===== config.mk =====
export PLATFORM = sky130hd
export DESIGN_NAME = adder_seq
export DESIGN_NICKNAME = d
export VERILOG_FILES = /design/src/rtl/adder_seq.sv
export SDC_FILE = /design/constraint.sdc
export NUM_CORES = 1
export LEC_CHECK = 0
export BUFFER_PORTS_ARGS = -buffer_cell sky130_fd_sc_hd__buf_2
export CELL_PAD_IN_SITES_DETAIL_PLACEMENT = 0
export CELL_PAD_IN_SITES_GLOBAL_PLACEMENT = 1
export CORE_MARGIN = 2
export CORE_UTILIZATION = 38
export CTS_CLUSTER_SIZE = 25
export DETAILED_ROUTE_END_ITERATION = 10
export HOLD_SLACK_MARGIN = 0.05
export PLACE_DENSITY = 0.81
export RECOVER_POWER = 50
export REMOVE_ABC_BUFFERS = 1
export SLEW_MARGIN = 20
export SYNTH_ARGS = -nofsm -noshare
export SYNTH_HDL_FRONTEND = slang
export SYNTH_SLANG_ARGS = --single-unit

===== constraint.sdc =====
create_clock -name m1_axi_aclk -period 1.95 [get_ports m1_axi_aclk]
set_clock_uncertainty 0.15 [all_clocks]
set_input_delay 0.2925 -clock m1_axi_aclk [delete_from_list [all_inputs] [get_ports m1_axi_aclk]]
set_output_delay 0.2925 -clock m1_axi_aclk [all_outputs]
set_load 0.01 [all_outputs]

===== src/rtl/adder_seq.sv =====
`timescale 1ns/1ps
// adder_seq: per command, writes operand A and operand B to an AXI adder peripheral, then reads back the sum.
// Optional ADDER_SEQ_TIMEOUT_EN adds a 256-cycle per-state watchdog that aborts the command to DONE.
module adder_seq #(
    parameter int DATA_WIDTH = 32,
    parameter int ADDR_WIDTH = 8,
    parameter int A_ADDR     = 0,
    parameter int B_ADDR     = 4,
    parameter int RES_ADDR   = 24
) (
    input  logic                    m1_axi_aclk,
    input  logic                    m1_axi_aresetn,

    input  logic                    cmd_valid,
    output logic                    cmd_ready,
    input  logic [DATA_WIDTH-1:0]   cmd_a,
    input  logic [DATA_WIDTH-1:0]   cmd_b,

    output logic                    res_valid,
    input  logic                    res_ready,
    output logic [DATA_WIDTH-1:0]   res_data,
    output logic                    res_err,

    output logic [ADDR_WIDTH-1:0]   m1_axi_awaddr,
    output logic                    m1_axi_awvalid,
    input  logic                    m1_axi_awready,
    output logic [DATA_WIDTH-1:0]   m1_axi_wdata,
    output logic [DATA_WIDTH/8-1:0] m1_axi_wstrb,
    output logic                    m1_axi_wvalid,
    input  logic                    m1_axi_wready,
    input  logic                    m1_axi_bresp,
    input  logic                    m1_axi_bvalid,
    output logic                    m1_axi_bready,
    output logic [ADDR_WIDTH-1:0]   m1_axi_araddr,
    output logic                    m1_axi_arvalid,
    input  logic                    m1_axi_arready,
    input  logic [DATA_WIDTH-1:0]   m1_axi_rdata,
    input  logic                    m1_axi_rresp,
    input  logic                    m1_axi_rvalid,
    output logic                    m1_axi_rready
);

    typedef enum logic [2:0] {
        S_IDLE,
        S_WR_A,
        S_WB_A,
        S_WR_B,
        S_WB_B,
        S_RD_AR,
        S_RD_R,
        S_DONE
    } state_e;

    localparam logic [ADDR_WIDTH-1:0] A_ADDR_V   = ADDR_WIDTH'(A_ADDR);
    localparam logic [ADDR_WIDTH-1:0] B_ADDR_V   = ADDR_WIDTH'(B_ADDR);
    localparam logic [ADDR_WIDTH-1:0] RES_ADDR_V = ADDR_WIDTH'(RES_ADDR);

    state_e                  state_q, state_d;
    logic [DATA_WIDTH-1:0]   b_q, b_d;
    logic                    cmd_ready_q, cmd_ready_d;
    logic                    res_valid_q, res_valid_d;
    logic [DATA_WIDTH-1:0]   res_data_q, res_data_d;
    logic                    res_err_q, res_err_d;
    logic [ADDR_WIDTH-1:0]   awaddr_q, awaddr_d;
    logic                    awvalid_q, awvalid_d;
    logic [DATA_WIDTH-1:0]   wdata_q, wdata_d;
    logic                    wvalid_q, wvalid_d;
    logic                    bready_q, bready_d;
    logic [ADDR_WIDTH-1:0]   araddr_q, araddr_d;
    logic                    arvalid_q, arvalid_d;
    logic                    rready_q, rready_d;
    logic                    tmo_hit;

`ifdef ADDER_SEQ_TIMEOUT_EN
    logic [7:0] tmo_cnt_q;

    // Counts cycles spent in the current waiting state; any state change restarts it.
    always_ff @(posedge m1_axi_aclk or negedge m1_axi_aresetn) begin
        if (!m1_axi_aresetn) begin
            tmo_cnt_q <= '0;
        end else if (state_d != state_q || state_q == S_IDLE || state_q == S_DONE) begin
            tmo_cnt_q <= '0;
        end else begin
            tmo_cnt_q <= tmo_cnt_q + 8'd1;
        end
    end

    assign tmo_hit = (tmo_cnt_q == 8'hFF) && (state_q != S_IDLE) && (state_q != S_DONE);
`else
    assign tmo_hit = 1'b0;
`endif

    always_comb begin
        // NOTE: every _d gets a default before the case so no path leaves it unassigned (no latches).
        state_d     = state_q;
        b_d         = b_q;
        cmd_ready_d = 1'b0;
        res_valid_d = res_valid_q;
        res_data_d  = res_data_q;
        res_err_d   = res_err_q;
        awaddr_d    = awaddr_q;
        awvalid_d   = awvalid_q;
        wdata_d     = wdata_q;
        wvalid_d    = wvalid_q;
        bready_d    = bready_q;
        araddr_d    = araddr_q;
        arvalid_d   = arvalid_q;
        rready_d    = rready_q;

        unique case (state_q)
            S_IDLE: begin
                cmd_ready_d = 1'b1;
                if (cmd_valid && cmd_ready_q) begin
                    cmd_ready_d = 1'b0;
                    b_d         = cmd_b;
                    res_err_d   = 1'b0;
                    awaddr_d    = A_ADDR_V;
                    awvalid_d   = 1'b1;
                    wdata_d     = cmd_a;
                    wvalid_d    = 1'b1;
                    state_d     = S_WR_A;
                end
            end

            S_WR_A, S_WR_B: begin
                // Each channel drops its own valid after its handshake; leave once both are done.
                awvalid_d = awvalid_q && !m1_axi_awready;
                wvalid_d  = wvalid_q && !m1_axi_wready;
                if (!awvalid_d && !wvalid_d) begin
                    bready_d = 1'b1;
                    state_d  = (state_q == S_WR_A) ? S_WB_A : S_WB_B;
                end
            end

            S_WB_A: begin
                if (m1_axi_bvalid) begin
                    res_err_d = res_err_q | m1_axi_bresp;
                    bready_d  = 1'b0;
                    awaddr_d  = B_ADDR_V;
                    awvalid_d = 1'b1;
                    wdata_d   = b_q;
                    wvalid_d  = 1'b1;
                    state_d   = S_WR_B;
                end
            end

            S_WB_B: begin
                if (m1_axi_bvalid) begin
                    res_err_d = res_err_q | m1_axi_bresp;
                    bready_d  = 1'b0;
                    araddr_d  = RES_ADDR_V;
                    arvalid_d = 1'b1;
                    state_d   = S_RD_AR;
                end
            end

            S_RD_AR: begin
                if (m1_axi_arready) begin
                    arvalid_d = 1'b0;
                    rready_d  = 1'b1;
                    state_d   = S_RD_R;
                end
            end

            S_RD_R: begin
                if (m1_axi_rvalid) begin
                    res_data_d  = m1_axi_rdata;
                    res_err_d   = res_err_q | m1_axi_rresp;
                    rready_d    = 1'b0;
                    res_valid_d = 1'b1;
                    state_d     = S_DONE;
                end
            end

            S_DONE: begin
                if (res_ready) begin
                    res_valid_d = 1'b0;
                    cmd_ready_d = 1'b1;
                    state_d     = S_IDLE;
                end
            end

            default: begin
                state_d = S_IDLE;
            end
        endcase

        // Watchdog abort: release the bus and report an errored, zero result.
        if (tmo_hit) begin
            awvalid_d   = 1'b0;
            wvalid_d    = 1'b0;
            bready_d    = 1'b0;
            arvalid_d   = 1'b0;
            rready_d    = 1'b0;
            res_valid_d = 1'b1;
            res_data_d  = '0;
            res_err_d   = 1'b1;
            state_d     = S_DONE;
        end
    end

    always_ff @(posedge m1_axi_aclk or negedge m1_axi_aresetn) begin
        if (!m1_axi_aresetn) begin
            state_q     <= S_IDLE;
            b_q         <= '0;
            cmd_ready_q <= 1'b0;
            res_valid_q <= 1'b0;
            res_data_q  <= '0;
            res_err_q   <= 1'b0;
            awaddr_q    <= '0;
            awvalid_q   <= 1'b0;
            wdata_q     <= '0;
            wvalid_q    <= 1'b0;
            bready_q    <= 1'b0;
            araddr_q    <= '0;
            arvalid_q   <= 1'b0;
            rready_q    <= 1'b0;
        end else begin
            // NOTE: non-blocking assignments so every register samples the pre-edge values.
            state_q     <= state_d;
            b_q         <= b_d;
            cmd_ready_q <= cmd_ready_d;
            res_valid_q <= res_valid_d;
            res_data_q  <= res_data_d;
            res_err_q   <= res_err_d;
            awaddr_q    <= awaddr_d;
            awvalid_q   <= awvalid_d;
            wdata_q     <= wdata_d;
            wvalid_q    <= wvalid_d;
            bready_q    <= bready_d;
            araddr_q    <= araddr_d;
            arvalid_q   <= arvalid_d;
            rready_q    <= rready_d;
        end
    end

    assign cmd_ready      = cmd_ready_q;
    assign res_valid      = res_valid_q;
    assign res_data       = res_data_q;
    assign res_err        = res_err_q;
    assign m1_axi_awaddr  = awaddr_q;
    assign m1_axi_awvalid = awvalid_q;
    assign m1_axi_wdata   = wdata_q;
    assign m1_axi_wstrb   = {(DATA_WIDTH/8){1'b1}};
    assign m1_axi_wvalid  = wvalid_q;
    assign m1_axi_bready  = bready_q;
    assign m1_axi_araddr  = araddr_q;
    assign m1_axi_arvalid = arvalid_q;
    assign m1_axi_rready  = rready_q;

endmodule


### After elaboration in Yosys (flattened, before gate mapping)

Index checks and enable logic that the tools add are counted.
Widths: inputs -> output; s select.

* output and inout bits: 92
* bits of input ports: 107
* word-level logic and storage cells: 97
* flip-flop bits (word level): 116

* bitwise operators: 2
* reduce and logical (&&, ||, !) cells: 29
* eq/ne operators: 15
* muxes and demuxes: 37

Operators by type and width (number)
* $mux 32: 2
* $pmux 32 s2: 1
* $mux 3: 8
* $pmux 3 s7: 1
* $reduce_and 3->1: 6
* $mux 8: 2
* $pmux 8 s2: 1
* $mux 1: 14
* $ne 2x2->1 const B: 7
* $eq 3x3->1 const B: 4
* $pmux 1 s2: 5
* $reduce_bool 2->1: 5
* $pmux 1 s3: 3
* $reduce_and 7->1: 1
* $eq 3x2->1 const B: 2
* $reduce_and 2->1: 3
* $reduce_bool 3->1: 2
* $logic_and 1x1->1: 4
* $logic_not 1->1: 4
* $reduce_and 4->1: 1
* $reduce_or 2->1: 2
* $eq 3x1->1 const B: 1
* $logic_not 3->1: 1
* $ne 2x1->1 const B: 1
* $or 1x1->1: 2

### Logic depth before layout (Yosys ltp)

* word-level depth: 6
* mapped depth: 7
* mapped depth without buffers: 4

### Least setup slack after synthesis

No wires, ideal clock.

* path type: flip-flop to flip-flop
* from: register state_q[2]
* to: register b_q[0]
* cell stages (with the launch flop): 7
* clock period less this slack: 1643 ps
* library setup time: 125 ps
* slack: 307 ps
* buffers on the path: 3
* arrival: 1368 ps
* required time: 1675 ps
* cells stage by stage: dfrtp_1 > buf_6 > nor3_2 > and2b_1 > buf_6 > buf_12 > mux2_4

* cells in the longest elaborated chain, start to end: 2

Ends and longest elaborated chain
* from (decl): RTL line 58 `state_e state_q, state_d;`
* from (signal assigned): RTL line 220 `state_q <= state_d;`
* $logic_not 3->1: RTL line 110 `unique case (state_q)`
* $reduce_and 2->1 (no source line)
* to (signal assigned): RTL line 205 `b_q <= '0;`
* to (signal assigned): RTL line 221 `b_q <= b_d;`
* to (decl): RTL line 59 `logic [DATA_WIDTH-1:0] b_q, b_d;`

No other way between the ends.
A chain may end at the register's enable or synchronous reset.

### Final worst setup path

* from: register state_q[1]
* to: register b_q[21]

The elaborated chain is that of the path after synthesis.

==> impl_metrics.ini <==
[run_status]
status = finished clean

[final_layout]
final_nets = 735
layout.cells.non_filler = 809
final_area_mm2 = 0.006888
fill_cells = 1199
post-route-util_pct = 52.43
drive_gt1_share_pct = 33.39
area_growth_pct = 35.66

[clock_tree]
cts_buffers = 9
cts_setup_buffers = 0
clk_path_buf_depth = 2
numClockSinks = 109
cts_tree = yes
cts_root_buf = clkbuf_16
clock_latency_ps = 340
clk_pin_slew_ps = 70
h-tree-depth = 3

[synthesis]
yosysSeqAreaShare_pct = 53.72
synth-edff-count = 0
yosysUniqueCellTypes = 35
yosysTopAreaCellShare_pct = 53.72
synth_area_leaders = dfrtp_1 54%, mux2_4 17%, mux2i_1 6.7%
ys_ff_latch = 109
yosysMostFrequentCell = dfrtp_1
ys.flop_type = dfrtp_1
synth_cells = 382
synth.top_cells.by_count = 109 x dfrtp_1, 59 x mux2_4, 43 x a21oi_1
ys_warn_count = 0
synth_top_area_cell = dfrtp_1
synth-async-reset-ratio_pct = 100.0
synth_area_per_cell_um2 = 13.29
synth_area_mm2 = 0.005077

[detailed_routing]
wl_met3_um = 676
drc = 0
vias = 3658
drtPass1Iterations = 4
wl_met1_um = 5053
routedWlPerCell_um = 14.36
ant_nets = 0
routed_wl_um = 11610
met2_length_um = 5678
dr.max_layer_used = met4
drtIter0Drc = 159
vias_per_cell = 4.522

[power]
peakVddDrop_uv = 739.7
pwr-share-comb_pct = 40.6
swShare_pct = 34.20
p_int_mw = 6.502
powerDensity_mw_per_mm2 = 1435
seq_power_share_pct = 41.5
power.switching_mw = 3.380
p_leak_nw = 3.235
clkPwrFrac_pct = 17.8
total_power_mw = 9.881

[grt]
grt.total_usage_pct = 16.28
grt_pass1_vias = 3760
grt_max_degree = 54
antenna_found_initial = 0
grt_first_pass_wirelength_um = 18200
grt.overflow.total = 0

[job]
maxCapViolCount = 0

[timing]
period_share_pct = 88.15
worst_pin_slew_ps = 968.4
rsz0062_at_grt = false
hold_viol = 0
max_freq_ghz = 0.5818
drv_slew = 0
period_needed_ps = 1719
fin_ws_ps = 231.0
tns_ps = 0
hold_ws_ps = 69.12
maxSlewHeadroom_pct = 35.44
setup_viol = 0

[place]
place.gp.congestion = 0.7292
place_area_mm2 = 0.006062
dp_cells = 729
io_buffers = 181
dp_hpwl_um = 8082
preCtsSetupSlack_ps = 238.3

[floorplanning]
initial_core_util_pct = 38.65
num_io_pins = 199
die_area_mm2 = 0.01430
die_x_um = 119.6
core-area_mm2 = 0.01314
die_h_um = 119.6
placementRows = 42

[worst_setup_path]
max_stage_delay_ps = 470
worstSetupPathType = flop to flop
worstSetupStartpointType = flop
slowest_stage = dfrtp_1
critPathRequiredTime_ps = 2020
crit_chain = nor3_2, and2b_2, buf_4, mux2_4
arrival_ps = 1790
crit_fanout = 11
critical_path.endpoint_type = flop

[min_path]
hold_class = input pin to flop
## layer usage
layer | GRT usage [%] | vias up
met4 | 6.103 | 0
met3 | 3.802 | 15
met5 | 0 | -
met2 | 28.14 | 132
li1 | - | 1765
met1 | 19.76 | 1746
## path summary, 6_finish.rpt
path / start / endpoint / slack, ps / cells past startpoint
setup / recovery: state_q[1]$_DFFE_PN0P_ / b_q[21]$_DFFE_PN0P_ / 230 / 4
hold reg to reg: res_valid$_DFFE_PN0P_ / res_valid$_DFFE_PN0P_ / 360 / 2
setup reg to reg: state_q[1]$_DFFE_PN0P_ / b_q[21]$_DFFE_PN0P_ / 230 / 4
min in group asynchronous: m1_axi_aresetn / b_q[2]$_DFFE_PN0P_ / 500 / 2
max in group asynchronous: m1_axi_aresetn / m1_axi_wdata[21]$_DFFE_PN0P_ / 350 / 3
hold / removal: m1_axi_rdata[20] / res_data[20]$_DFFE_PN0P_ / 70 / 2
## area by class of cell
| class | count | area, um2 | share of cell area [%] |
|---|---|---|---|
| clock inverters | 5 | 52.55 | 0.7629 |
| flip-flops and latches | 109 | 2728 | 39.60 |
| repair buffers | 263 | 1635 | 23.74 |
| well taps | 176 | 220.2 | 3.197 |
| clock buffers | 10 | 229.0 | 3.324 |
| inverters | 6 | 22.52 | 0.3270 |
| diodes | 1 | 2.502 | 0.03633 |
| multi-input cells | 239 | 1998 | 29.01 |
## power groups by stage
stage	sequential [mW]	combinational [mW]	clock [mW]
after global placement	4.06	4.07	0
after detailed placement	4.09	4.18	0
after global routing	4.25	4.40	1.91
after floorplan	4.41	2.25	0
after CTS	4.09	4.27	1.83
final	4.10	4.02	1.76
## sequential cells by signal (all words and copies together), names as in the netlist, 3 cells and up
signal	count
res_data	32
b_q	32
state_q	3
m1_axi_wdata	32
## cells by family (layout without fill, tap and decap cells)
kind of cell           Yosys count  count (layout)  share of synthesized area [%]
AND/OR/NAND/NOR                 59              59                          5.545
multiplexers                    98              98                          25.26
flip-flops                     109             109                          53.72
AO/OA/AOI/OAI                   65              65                          7.024
buffers and inverters           49             284                          8.305
other                            2              18                         0.1479
## what timing repair did
action	CTS	global route
gates resized for setup	0	0
endpoints found under the hold margin	97	0
hold buffers	64	0
## placed cells by master (no fill, tap or decap), types with 6 or more instances in the layout
master         synthesis  routed
a21oi_1               43      43
buf_4                 21      12
mux2_4                59      59
nor2_1                36      36
conb_1                 2      17
nand2_1               10      10
dfrtp_1              109     109
o21ai_0               11      11
dlygate4sd3_1          0      64
inv_1                  6       6
clkbuf_1               2      74
buf_2                  7     108
mux2i_1               34      34
clkbuf_16              0       9
## worst max-delay path: cells and delay by family, from the launching register on
| kind | cells | cell delay, ps |
|---|---|---|
| flip-flops | 1 | 470 |
| AND/OR/NAND/NOR | 2 | 410 |
| multiplexers | 1 | 320 |
| buffers and inverters | 1 | 240 |
Note: power is estimated with default switching activity, not from simulation.
